--- src/rtl/wb_memtest_master.sv ---
// Wishbone classic initiator: fills a word window with a Galois LFSR pattern,
// reads it back and reports mismatches, first failing address and timeouts.
module wb_memtest_master #(
    parameter logic [31:0] ADDR_BASE = 32'h3000_0000,
    parameter int unsigned WORDS     = 256,
    parameter int unsigned TIMEOUT   = 255
) (
    input  logic        wb_clk_i,
    input  logic        wb_rst_ni,
    input  logic        active,
    input  logic        start,
    input  logic [31:0] seed,
    output logic        busy,
    output logic        done,
    output logic        pass,
    output logic        timeout,
    output logic [15:0] err_count,
    output logic [31:0] fail_addr,
    output logic        wbm_cyc_o,
    output logic        wbm_stb_o,
    output logic        wbm_we_o,
    output logic [3:0]  wbm_sel_o,
    output logic [31:0] wbm_adr_o,
    output logic [31:0] wbm_dat_o,
    input  logic [31:0] wbm_dat_i,
    input  logic        wbm_ack_i
);

    typedef enum logic [2:0] {
        S_IDLE, S_WR, S_WR_GAP, S_RD_INIT, S_RD, S_RD_GAP, S_DONE
    } state_t;

    localparam logic [15:0] LP_WORDS    = 16'(WORDS);
    localparam logic [15:0] LP_TMO_LAST = 16'(TIMEOUT - 1);

    function automatic logic [31:0] lfsr_step(input logic [31:0] s);
        return s[0] ? ((s >> 1) ^ 32'h8020_0003) : (s >> 1);
    endfunction

    state_t      r_state;
    state_t      w_next;
    logic [31:0] r_seed;
    logic [31:0] r_lfsr;
    logic [15:0] r_index;
    logic [15:0] r_tmo_cnt;
    logic [15:0] r_err_count;
    logic [31:0] r_fail_addr;
    logic        r_pass;
    logic        r_timeout;

    logic        w_start_ok;
    logic        w_req;
    logic        w_ack;
    logic        w_tmo;
    logic        w_last;
    logic        w_mismatch;
    logic [31:0] w_addr;
    logic [31:0] w_seed_nz;

    assign w_start_ok = active & start & (r_state == S_IDLE || r_state == S_DONE);
    // Requests are gated by active combinationally so the bus drops the same cycle
    assign w_req      = active & (r_state == S_WR || r_state == S_RD);
    assign w_ack      = w_req & wbm_ack_i;
    assign w_tmo      = w_req & ~wbm_ack_i & (r_tmo_cnt == LP_TMO_LAST);
    assign w_last     = (r_index == LP_WORDS);
    assign w_mismatch = (r_state == S_RD) & w_ack & (wbm_dat_i != r_lfsr);
    assign w_addr     = ADDR_BASE + {14'd0, r_index, 2'b00};
    assign w_seed_nz  = (seed == 32'd0) ? 32'd1 : seed;

    always_ff @(posedge wb_clk_i or negedge wb_rst_ni) begin
        if (!wb_rst_ni) r_state <= S_IDLE;
        else            r_state <= w_next;
    end

    always_comb begin
        w_next = r_state;
        if (!active && r_state != S_IDLE) begin
            w_next = S_IDLE;
        end else begin
            case (r_state)
                S_IDLE, S_DONE: if (w_start_ok) w_next = S_WR;
                S_WR:           if (w_ack) w_next = S_WR_GAP; else if (w_tmo) w_next = S_DONE;
                S_WR_GAP:       w_next = w_last ? S_RD_INIT : S_WR;
                S_RD_INIT:      w_next = S_RD;
                S_RD:           if (w_ack) w_next = S_RD_GAP; else if (w_tmo) w_next = S_DONE;
                S_RD_GAP:       w_next = w_last ? S_DONE : S_RD;
                default:        w_next = S_IDLE;
            endcase
        end
    end

    always_comb begin
        busy      = ~(r_state == S_IDLE || r_state == S_DONE);
        done      = (r_state == S_DONE);
        wbm_cyc_o = w_req;
        wbm_stb_o = w_req;
        wbm_we_o  = w_req & (r_state == S_WR);
        wbm_sel_o = w_req ? 4'hF : 4'h0;
        wbm_adr_o = w_req ? w_addr : 32'd0;
        wbm_dat_o = (w_req && r_state == S_WR) ? r_lfsr : 32'd0;
    end

    always_ff @(posedge wb_clk_i or negedge wb_rst_ni) begin
        if (!wb_rst_ni) begin
            r_seed      <= 32'd0;
            r_lfsr      <= 32'd0;
            r_index     <= 16'd0;
            r_tmo_cnt   <= 16'd0;
            r_err_count <= 16'd0;
            r_fail_addr <= 32'd0;
            r_pass      <= 1'b0;
            r_timeout   <= 1'b0;
        end else if (w_start_ok) begin
            r_seed      <= w_seed_nz;
            r_lfsr      <= w_seed_nz;
            r_index     <= 16'd0;
            r_tmo_cnt   <= 16'd0;
            r_err_count <= 16'd0;
            r_fail_addr <= 32'd0;
            r_pass      <= 1'b0;
            r_timeout   <= 1'b0;
        end else begin
            // Counter restarts whenever the strobe is not held waiting
            r_tmo_cnt <= (w_req && !wbm_ack_i) ? r_tmo_cnt + 16'd1 : 16'd0;
            if (w_ack) begin
                r_lfsr  <= lfsr_step(r_lfsr);
                r_index <= r_index + 16'd1;
            end
            if (w_mismatch) begin
                if (r_err_count == 16'd0)    r_fail_addr <= w_addr;
                if (r_err_count != 16'hFFFF) r_err_count <= r_err_count + 16'd1;
            end
            if (r_state == S_RD_INIT) begin
                r_lfsr  <= r_seed;
                r_index <= 16'd0;
            end
            if (w_tmo) r_timeout <= 1'b1;
            if (active && r_state == S_RD_GAP && w_last)
                r_pass <= (r_err_count == 16'd0) && !r_timeout;
        end
    end

    assign pass      = r_pass;
    assign timeout   = r_timeout;
    assign err_count = r_err_count;
    assign fail_addr = r_fail_addr;

endmodule

--- config.mk ---
export PLATFORM = sky130hd
export DESIGN_NAME = wb_memtest_master
export DESIGN_NICKNAME = d
export VERILOG_FILES = /design/src/rtl/wb_memtest_master.sv
export SDC_FILE = /design/constraint.sdc
export NUM_CORES = 1
export LEC_CHECK = 0
export CAP_MARGIN = 20
export CORE_MARGIN = 5
export CORE_UTILIZATION = 45
export DETAILED_ROUTE_END_ITERATION = 6
export PLACE_DENSITY_LB_ADDON = 0.05
export SYNTH_ARGS = -nofsm -noshare
export SYNTH_HDL_FRONTEND = slang
export SYNTH_SLANG_ARGS = --single-unit
--- constraint.sdc ---
create_clock -name wb_clk_i -period 2.3 [get_ports wb_clk_i]
set_clock_uncertainty 0.2 [all_clocks]
set_input_delay 0.23 -clock wb_clk_i [delete_from_list [all_inputs] [get_ports wb_clk_i]]
set_output_delay 0.23 -clock wb_clk_i [all_outputs]
set_load 0.01 [all_outputs]
After elaboration in Yosys (flattened, before gate mapping)
Index checks and enable logic that the tools add are counted.

$add $sub $neg: 4. Multiply operators: 0. Div/mod/pow operators: 0. Magnitude comparators: 0. Equality and inequality tests: 11. Shifts and indexed selects: 0. Muxes and demuxes: 31. Bitwise gates (word level): 12. Reduce and logical (&&, ||, !) cells: 24.

Operators with widths (count): $mux 32 (9); $mux 16 (8); $add 16x1->16 const B (3); $logic_not 32->1 (1); $ne 32x32->1 (1); $add 30x18->31 const A (1); $mux 31 (1); $pmux 3 s6 (1); $eq 16x8->1 const B (1); $eq 16x9->1 const B (1); $logic_not 16->1 (1); $ne 16x16->1 const B (1); $mux 3 (5); $reduce_bool 2->1 (5); $and 1x1->1 (9); $eq 3x3->1 const B (3); $eq 3x2->1 const B (2); $logic_and 1x1->1 (6); $reduce_bool 3->1 (2); $mux 1 (4); $mux 2 (2); $mux 4 (1); $not 3->4 (1); $reduce_and 2->1 (2); other kinds (7) (11).

Flip-flop bits (word level): 149. Bits in latches: 0. Bits in writable memories: 0. Memory bits (read-only): 0. Bits of input ports: 69. Output and inout port bits: 123. Word-level logic and storage cells: 91. Memories kept: 0.

Logic depth before layout (Yosys ltp)
Gate-level depths: netlist of the first run.

Word-level depth: 9. Depth in mapped cells: 9.

Worst setup path after synthesis of the first run
No wires, ideal clock.

Kind: register to register. Start point: register r_err_count[0] (netlist: err_count[0]). End point: register r_err_count[13] (netlist: err_count[13]). Library setup time: 0.119 ns. Data arrival time: 1.929 ns. Data required time: 1.981 ns. Path slack: 0.052 ns. Stages on the path, launching flop included: 9. Cell sequence: dfrtp_1 > ha_1 > nand4_1 > nor2_1 > a21o_1 > o21bai_2 > buf_6 > o31a_1 > o21a_1.

Cells in the longest elaborated chain, start to end: 4. Elaborated cells between the ends (all ways): 7. Classes of those cells: 1 x add/sub; 1 x eq/ne; 3 x mux; 2 x reduce/logical.

RTL lines: start: declaration (line 46) `logic [15:0] r_err_count;`; start signal: assignment (line 131) `if (r_err_count != 16'hFFFF) r_err_count <= r_err_count + 16'd1;`; $add 16x1->16 (line 131); $mux 16 (line 131); $mux 16 (line 129) `if (w_mismatch) begin`; $mux 16 (line 113) `end else if (w_start_ok) begin`.

Several ways; a longest one is shown, not always the timed one. The select of a mux whose other input is x is not followed. A chain may end at the register's enable or synchronous reset.

Worst setup path in the final report of the first run
Start point: register r_lfsr[28]. End point: register r_err_count[3] (netlist: err_count[3]).

Cells in the longest elaborated chain, start to end: 4.

RTL lines: start: declaration (line 43) `logic [31:0] r_lfsr;`; start signal: assignment (line 115) `r_lfsr <= w_seed_nz;`; start signal: assignment (line 126) `r_lfsr <= lfsr_step(r_lfsr);`; start signal: assignment (line 134) `r_lfsr <= r_seed;`; $ne 32x32->1 (line 66) `assign w_mismatch = (r_state == S_RD) & w_ack & (wbm_dat_i != r_lfsr);`; $and 1x1->1 (line 66); $reduce_bool 2->1 (no line); $reduce_and 2->1 (no line).

No other way between the ends.

==> reports/results.ini, run 1 <==
[grt]
grt_max_degree = 75
grt_pass1_wl_um = 36220
grt_pass1_vias = 6877
grt_util_all_layers = 0.2319
busiest_layer = met2
met2_usage = 0.3618
antenna_found_initial = 0
met3_usage = 0.05690
met1_usage = 0.3176
grt_overflow = 0

[critical_path]
cpMaxStageDelayCell = dfrtp_1
path_cells = xor2_1 -> nor4_2 -> buf_4 -> nand4_4 -> o21bai_4 -> buf_12 -> buf_12 -> o211ai_1 -> o31ai_1
critPathMaxStageDelay_ps = 400
rr_startpoint = r_lfsr[28]
worst-setup-path-type = flop to flop
cp-start-kind = flop
crit_top_cell = buf_12
cp.arrival_ps = 2370
path_buf_inv = 3
worst_ep_required_time_ps = 2410
critPathLaunch = r_lfsr[28]
end_kind = flop
cp_max_fo = 14
cp_top_family = simple AND/OR/NAND/NOR gates

[cells_and_area]
drive_gt1_frac = 0.1747
syn2layout_area_growth_pct = 39.88
nets = 1115
stdcell_count = 1269
num_antenna_cells = 0

[yosys]
ys_warn_count = 0
synth_cells = 824
syn_area_sq_mm = 0.007385
synthArstFlopShare = 1.000
synth-seq-cells = 134
synth_edf_count = 0
seq_area_frac_synth = 0.4541
synth_cell_types = 54
avgSynthCellArea_sq_um = 8.962
synth_flop_cell = dfrtp_1

[sta]
final_hold_viol_count = 0
max_freq_mhz = 443.4
slew_headroom = 0.5968
min_period_over_period = 0.9806
hold_ws_ps = 168.7
rsz0062_at_grt = yes
final.min_clock_period_ps = 2255
tightest_slew_ps = 604.8
slew_viol_final = 0
setup_viol = 0

[routing]
wl_per_cell_um = 17.67
drt-initial-drc-count = 423
route.detailed.drc = 0
detail-route-antenna-nets = 0
firstDrtPassIters = 5
routed_wl_um = 22420
via_per_inst = 5.392
via_count = 6842

[floorplan]
rows = 46
dieWidth_um = 138.1
initial_core_util = 0.4615
die_area_sq_mm = 0.01907
core_area_sq_mm = 0.01600
die_y_um = 138.1
ios = 192

[clock_network]
clkLatencyLatePin_ps = 420
clock_sinks = 134
root_buffer = clkbuf_16
cts-htree-levels = 4
cts_tree = yes
ctsLongestPathBuffers = 2
cts_made_buffers = 17
clkTransAtPathRegs_ps = 60

[power]
p_leak_nw = 4.818
power.density_mw_per_mm2 = 692.2
power_mw = 7.150
irDropWorstVdd_uv = 537.0

[min_path]
hold_class = input pin to asynchronous set/reset pin

[placement]
dpl.hpwl_um = 16440
placed_cells = 1226
gp_congestion = 0.8905
port_buffers = 163

[status]
status = finished clean

[flow_run]
max_cap_violations = 0

==> stage by stage <==
step	setup TNS (ps)	setup WS, ps	area [sq um]	utilization
floorplan	0	52.20	7486	-
global placement	-15620	-292.6	9632	0.6020
detailed placement	-19020	-415.4	9632	0.6020
CTS	-39.49	-18.04	10360	0.6475
global route	-42.88	-27.03	10330	0.6456
finish	0	44.68	10330	0.6456
==> routing by layer <==
layer	part of all wire	vias up
li1	-	3206
met1	0.43	3327
met2	0.48	275
met3	0.069	34
met4	0.021	0
met5	0	-
==> state kept, by name, indices dropped and copies added (netlist names) <==
signal / flops
err_count: 16
fail_addr: 17
pass: 1
r_index: 16
r_lfsr: 32
r_seed: 32
r_state: 3
r_tmo_cnt: 16
timeout: 1
==> power breakdown <==
| group | switching, mW | leakage (nW) | total [mW] | internal (mW) |
|---|---|---|---|---|
| logic | 0.811 | 2.81 | 1.55 | 0.744 |
| registers | 0.277 | 1.74 | 2.93 | 2.65 |
| clock network | 1.06 | 0.269 | 2.67 | 1.60 |
==> path summary, 6_finish.rpt <==
path | endpoint | slack, ps | depth (start not counted)
worst max-delay path | err_count[3] | 40 | 9
worst min-delay path | r_index[9] | 170 | 2
worst max register to register | err_count[3] | 40 | 9
worst min register to register | r_seed[27] | 280 | 2
max in group asynchronous | r_lfsr[5] | 1100 | 3
min in group wb_clk_i | r_seed[27] | 200 | 3
==> cell usage in the layout (no fill, tap or decap), drive strengths merged, types with 2 or more instances in the layout <==
cell,instances
clkinv,4
o21ai,17
a31oi,3
dlygate4sd2,21
clkinvlp,5
or2,2
nor2b,2
or4,6
nor4,24
o31a,2
clkdlybuf4s50,103
o211ai,5
xnor2,18
o221ai,30
and3,24
clkdlybuf4s15,17
conb,28
xor2,43
nand4,12
mux2i,16
nand3,28
and2,35
dfrtp,134
buf,98
bufinv,2
inv,29
or3,10
nor3,6
clkbuf,29
nor4b,2
o21a,2
ha,6
and4,4
nor2,76
o31ai,9
a21oi,49
nand2,142
==> kinds of logic after synthesis <==
| group | count (synthesis) | synth area share |
|---|---|---|
| DFF | 134 | 0.4541 |
| muxes | 16 | 0.02169 |
| other | 1 | 0.0005078 |
| AOI/OAI and AO/OA | 122 | 0.1088 |
| xor gates and xnor gates | 61 | 0.07337 |
| and+or+nand+nor | 377 | 0.2486 |
| buffers and inverters | 107 | 0.08285 |
| adders and majority gates | 6 | 0.01017 |
==> synth_stat cells (3+ instances only) <==
library cell / n / area (sq um)
buf_6: 3 / 33.78
ha_1: 6 / 75.07
nor3_1: 6 / 30.03
nor4_1: 23 / 143.9
nand2_1: 141 / 529.3
or3_1: 9 / 56.30
clkbuf_1: 26 / 97.59
xnor2_1: 18 / 157.7
nand4_1: 10 / 62.56
dfrtp_1: 134 / 3353
nor2_1: 75 / 281.5
a31oi_1: 3 / 18.77
o21ai_0: 7 / 35.03
nand3_1: 27 / 135.1
a21oi_1: 48 / 240.2
or4_1: 6 / 45.04
o221ai_1: 30 / 262.8
mux2i_1: 16 / 160.2
inv_1: 26 / 97.59
and3_1: 24 / 150.1
buf_2: 13 / 65.06
o31ai_1: 9 / 67.56
o21ai_1: 8 / 40.04
buf_4: 37 / 277.8
and4_1: 4 / 35.03
xor2_1: 42 / 367.9
and2_1: 35 / 219.0
o211ai_1: 5 / 37.54
==> repair_timing <==
| item | 4_1_cts | 5_1_grt |
|---|---|---|
| endpoints found under the hold margin | 38 | 0 |
| setup endpoints to repair | 90 | 75 |
| hold buffers | 1 | 0 |
| buffers inserted | 7 | 1 |
| pin swaps | 3 | 9 |
| resized for setup | 129 | 39 |
| gates cloned | 1 | 2 |
==> cell type report <==
class                           instances  area [sq um]
Clock buffer                           18         429.2
Clock inverter                         14         151.4
Fill cell                            1352          5670
Inverter                               26         97.59
Multi-Input combinational cell        610          3630
Sequential cell                       134          3356
Tap cell                              216         270.3
Timing Repair Buffer                  251          2396
Power figures use the tool's default switching activity.
==> run 2, diff against run 1 <==
--- a/config.mk
+++ b/config.mk
@@ -7,7 +7,8 @@
 export LEC_CHECK = 0
 export CAP_MARGIN = 20
 export CORE_MARGIN = 5
-export CORE_UTILIZATION = 45
+export CORE_UTILIZATION = 53
+export CTS_CLUSTER_DIAMETER = 50
 export DETAILED_ROUTE_END_ITERATION = 6
 export PLACE_DENSITY_LB_ADDON = 0.05
 export SYNTH_ARGS = -nofsm -noshare
==> constraint.sdc (replaced) <==
create_clock -name wb_clk_i -period 2.9 [get_ports wb_clk_i]
set_clock_uncertainty 0.2 [all_clocks]
set_input_delay 0.29 -clock wb_clk_i [delete_from_list [all_inputs] [get_ports wb_clk_i]]
set_output_delay 0.29 -clock wb_clk_i [all_outputs]
set_load 0.01 [all_outputs]
==> run 2 against run 1 <==
Against the previous run:
- count of clock-buffer cells in the layout is 7 higher
- largest cell class unchanged
- core utilization is 5.9 points higher
- via count is 2.5% lower
- sequential cell count stayed put
- critical path depth is 4 lower
- non-clock buffer count is 66 lower
- first-iteration DRC count is 32% higher
- sequential share of layout area is 2.1 points higher
- final cell count is 8.0% lower
- register-to-register slack better by 180 ps
- critical endpoint is now wbm_dat_o[12]
- highest routed layer unchanged
- power is 21% lower
==> reports/results.ini, run 2 (synthesis results as in run 1) <==
[status]
status = finished clean

[cells_and_area]
drive_gt1_frac = 0.06991  ; -0.1048
syn2layout_area_growth_pct = 31.41
final_common_cell = clkdlybuf4s50_1
fin_area_sq_mm = 0.009704  ; -6.1%
nets = 1049  ; -5.9%
num_antenna_cells = 0  ; unchanged
layout_common_cells = clkdlybuf4s50_1 (162), nand2_1 (141), dfrtp_1 (131), nor2_1 (74), a21oi_1 (48)
post-route-util = 0.7046  ; +0.05897
stdcell_count = 1167  ; -8.0%

[routing]
routed_wl_um = 20750  ; -7.4%
detail-route-antenna-nets = 0  ; unchanged
firstDrtPassIters = 7  ; +2
via_count = 6670  ; -2.5%
drt-initial-drc-count = 559  ; +32%
route.detailed.drc = 0  ; unchanged
via_per_inst = 5.716  ; +6.0%
wl_per_cell_um = 17.78  ; +0.64%

[floorplan]
rows = 43  ; -6.5%
die_area_sq_mm = 0.01639  ; -14%
dieWidth_um = 128.0  ; -7.3%
ios = 192  ; unchanged
core_area_sq_mm = 0.01377  ; -14%
die_y_um = 128.0  ; -7.3%
initial_core_util = 0.5362  ; +0.07463

[power]
p_leak_nw = 4.318  ; -10%
irDropWorstVdd_uv = 380.0  ; -29%
power_mw = 5.652  ; -21%
power.density_mw_per_mm2 = 582.4  ; -16%

[placement]
place_area_sq_mm = 0.009031  ; -6.2%
placed_cells = 1131  ; -7.7%
port_buffers = 163  ; unchanged
gp_congestion = 0.9013  ; +1.2%
dpl.hpwl_um = 15010  ; -8.7%

[clock_network]
clock_sinks = 134  ; unchanged
cts_tree = yes
cts-htree-levels = 4  ; unchanged
clkTransAtPathRegs_ps = 60  ; about the same
clkLatencyLatePin_ps = 410  ; about the same
root_buffer = clkbuf_16
cts_made_buffers = 17  ; unchanged
ctsLongestPathBuffers = 2  ; unchanged

[critical_path]
r2r_end = fail_addr[7]
reg2regPathDepth = 6  ; -3
cp-start-kind = flop
r2r_setup_slack_ps = 220  ; +180 ps
worst-setup-path-type = flop to output port
worst_ep_required_time_ps = 2410  ; about the same
cp_max_fo = 17  ; +3
cp.arrival_ps = 2320  ; -50 ps
rr_startpoint = r_lfsr[1]
end_kind = output port

[grt]
busiest_layer = met2
antenna_found_initial = 0  ; unchanged
met2_usage = 0.4002  ; +0.03842
grt_max_degree = 65  ; -13%
grt_pass1_vias = 6674  ; -3.0%
met3_usage = 0.05833  ; +0.001437
met1_usage = 0.3437  ; +0.02610
grt_pass1_wl_um = 33580  ; -7.3%
grt_overflow = 0  ; unchanged
grt_util_all_layers = 0.2544  ; +0.02254

[sta]
rsz0062_at_grt = yes
final_hold_viol_count = 0  ; unchanged
final.min_clock_period_ps = 2808
max_freq_mhz = 356.2
min_period_over_period = 0.9682
tightest_slew_ps = 650.4  ; +45.60 ps
slew_viol_final = 0  ; unchanged
slew_headroom = 0.5624  ; -0.03440
setup_viol = 0  ; unchanged

[min_path]
hold_class = input pin to asynchronous set/reset pin

[flow_run]
max_cap_violations = 0  ; unchanged

==> run 2: worst max-delay path, stage by stage (launching register included) <==
cell and delay, ps:
dfrtp_2 500, or2_1 300, nor2_2 170, buf_4 220, and2_1 160, clkdlybuf4s50_1 550
==> run 2: worst max path at each step <==
stage                        startpoint       endpoint  slack, ps  cells after the start
after global routing         r_state[1]  wbm_dat_o[12]         -7                      5
after floorplan            err_count[0]  err_count[13]        650                      8
after global placement    wbm_dat_i[28]  fail_addr[11]        120                      7
final                        r_state[1]  wbm_dat_o[12]         90                      5
after CTS                    r_state[0]   wbm_sel_o[0]         20                      4
after detailed placement  wbm_dat_i[28]  fail_addr[10]        100                      7
==> run 2: power by group <==
group          leakage (nW)  switching, mW  internal (mW)
clock                 0.308          0.779           1.53
sequential             1.74          0.274           2.10
combinational          2.27          0.503          0.459
total                  4.32           1.56           4.10
==> run 2: area by class of cell <==
type | instances | area [sq um]
timing repair buffer | 185 | 1859
multi-input combinational | 610 | 3528
clock buffer | 25 | 495.5
clock inverter | 7 | 141.4
tap | 180 | 225.2
sequential | 134 | 3357
inverter | 26 | 97.59
fill | 1127 | 4069
==> run 2: per-stage QoR <==
step	setup TNS (ps)	hold slack, ps	worst slack, ps
detailed placement	0	-13.65	98.05
finish	0	104.6	92.32
CTS	0	97.95	23.48
floorplan	0	-205.6	652.2
global placement	0	-15.87	121.5
global route	-13.61	124.9	-7.446
==> run 2: repair_timing <==
| item | CTS | global route |
|---|---|---|
| hold buffers | 1 | 0 |
| gates resized for setup | 0 | 3 |
| endpoints found under the hold margin | 134 | 0 |
| endpoints found under the setup margin | 0 | 41 |
| setup buffers | 0 | 3 |
==> run 2: metal layers <==
layer  up-vias  part of all wire
met2       259              0.48
li1       3075                 -
met5         -                 0
met3        46             0.070
met1      3290              0.43
met4         0             0.022
==> run 3, diff against run 2 <==
--- a/config.mk
+++ b/config.mk
@@ -10,6 +10,7 @@
 export CORE_UTILIZATION = 53
 export CTS_CLUSTER_DIAMETER = 50
 export DETAILED_ROUTE_END_ITERATION = 6
+export HOLD_SLACK_MARGIN = 0.03
 export PLACE_DENSITY_LB_ADDON = 0.05
 export SYNTH_ARGS = -nofsm -noshare
 export SYNTH_HDL_FRONTEND = slang
==> results of run 3 <==
No change in the layout: final DEF, timing and power equal those of run 2.
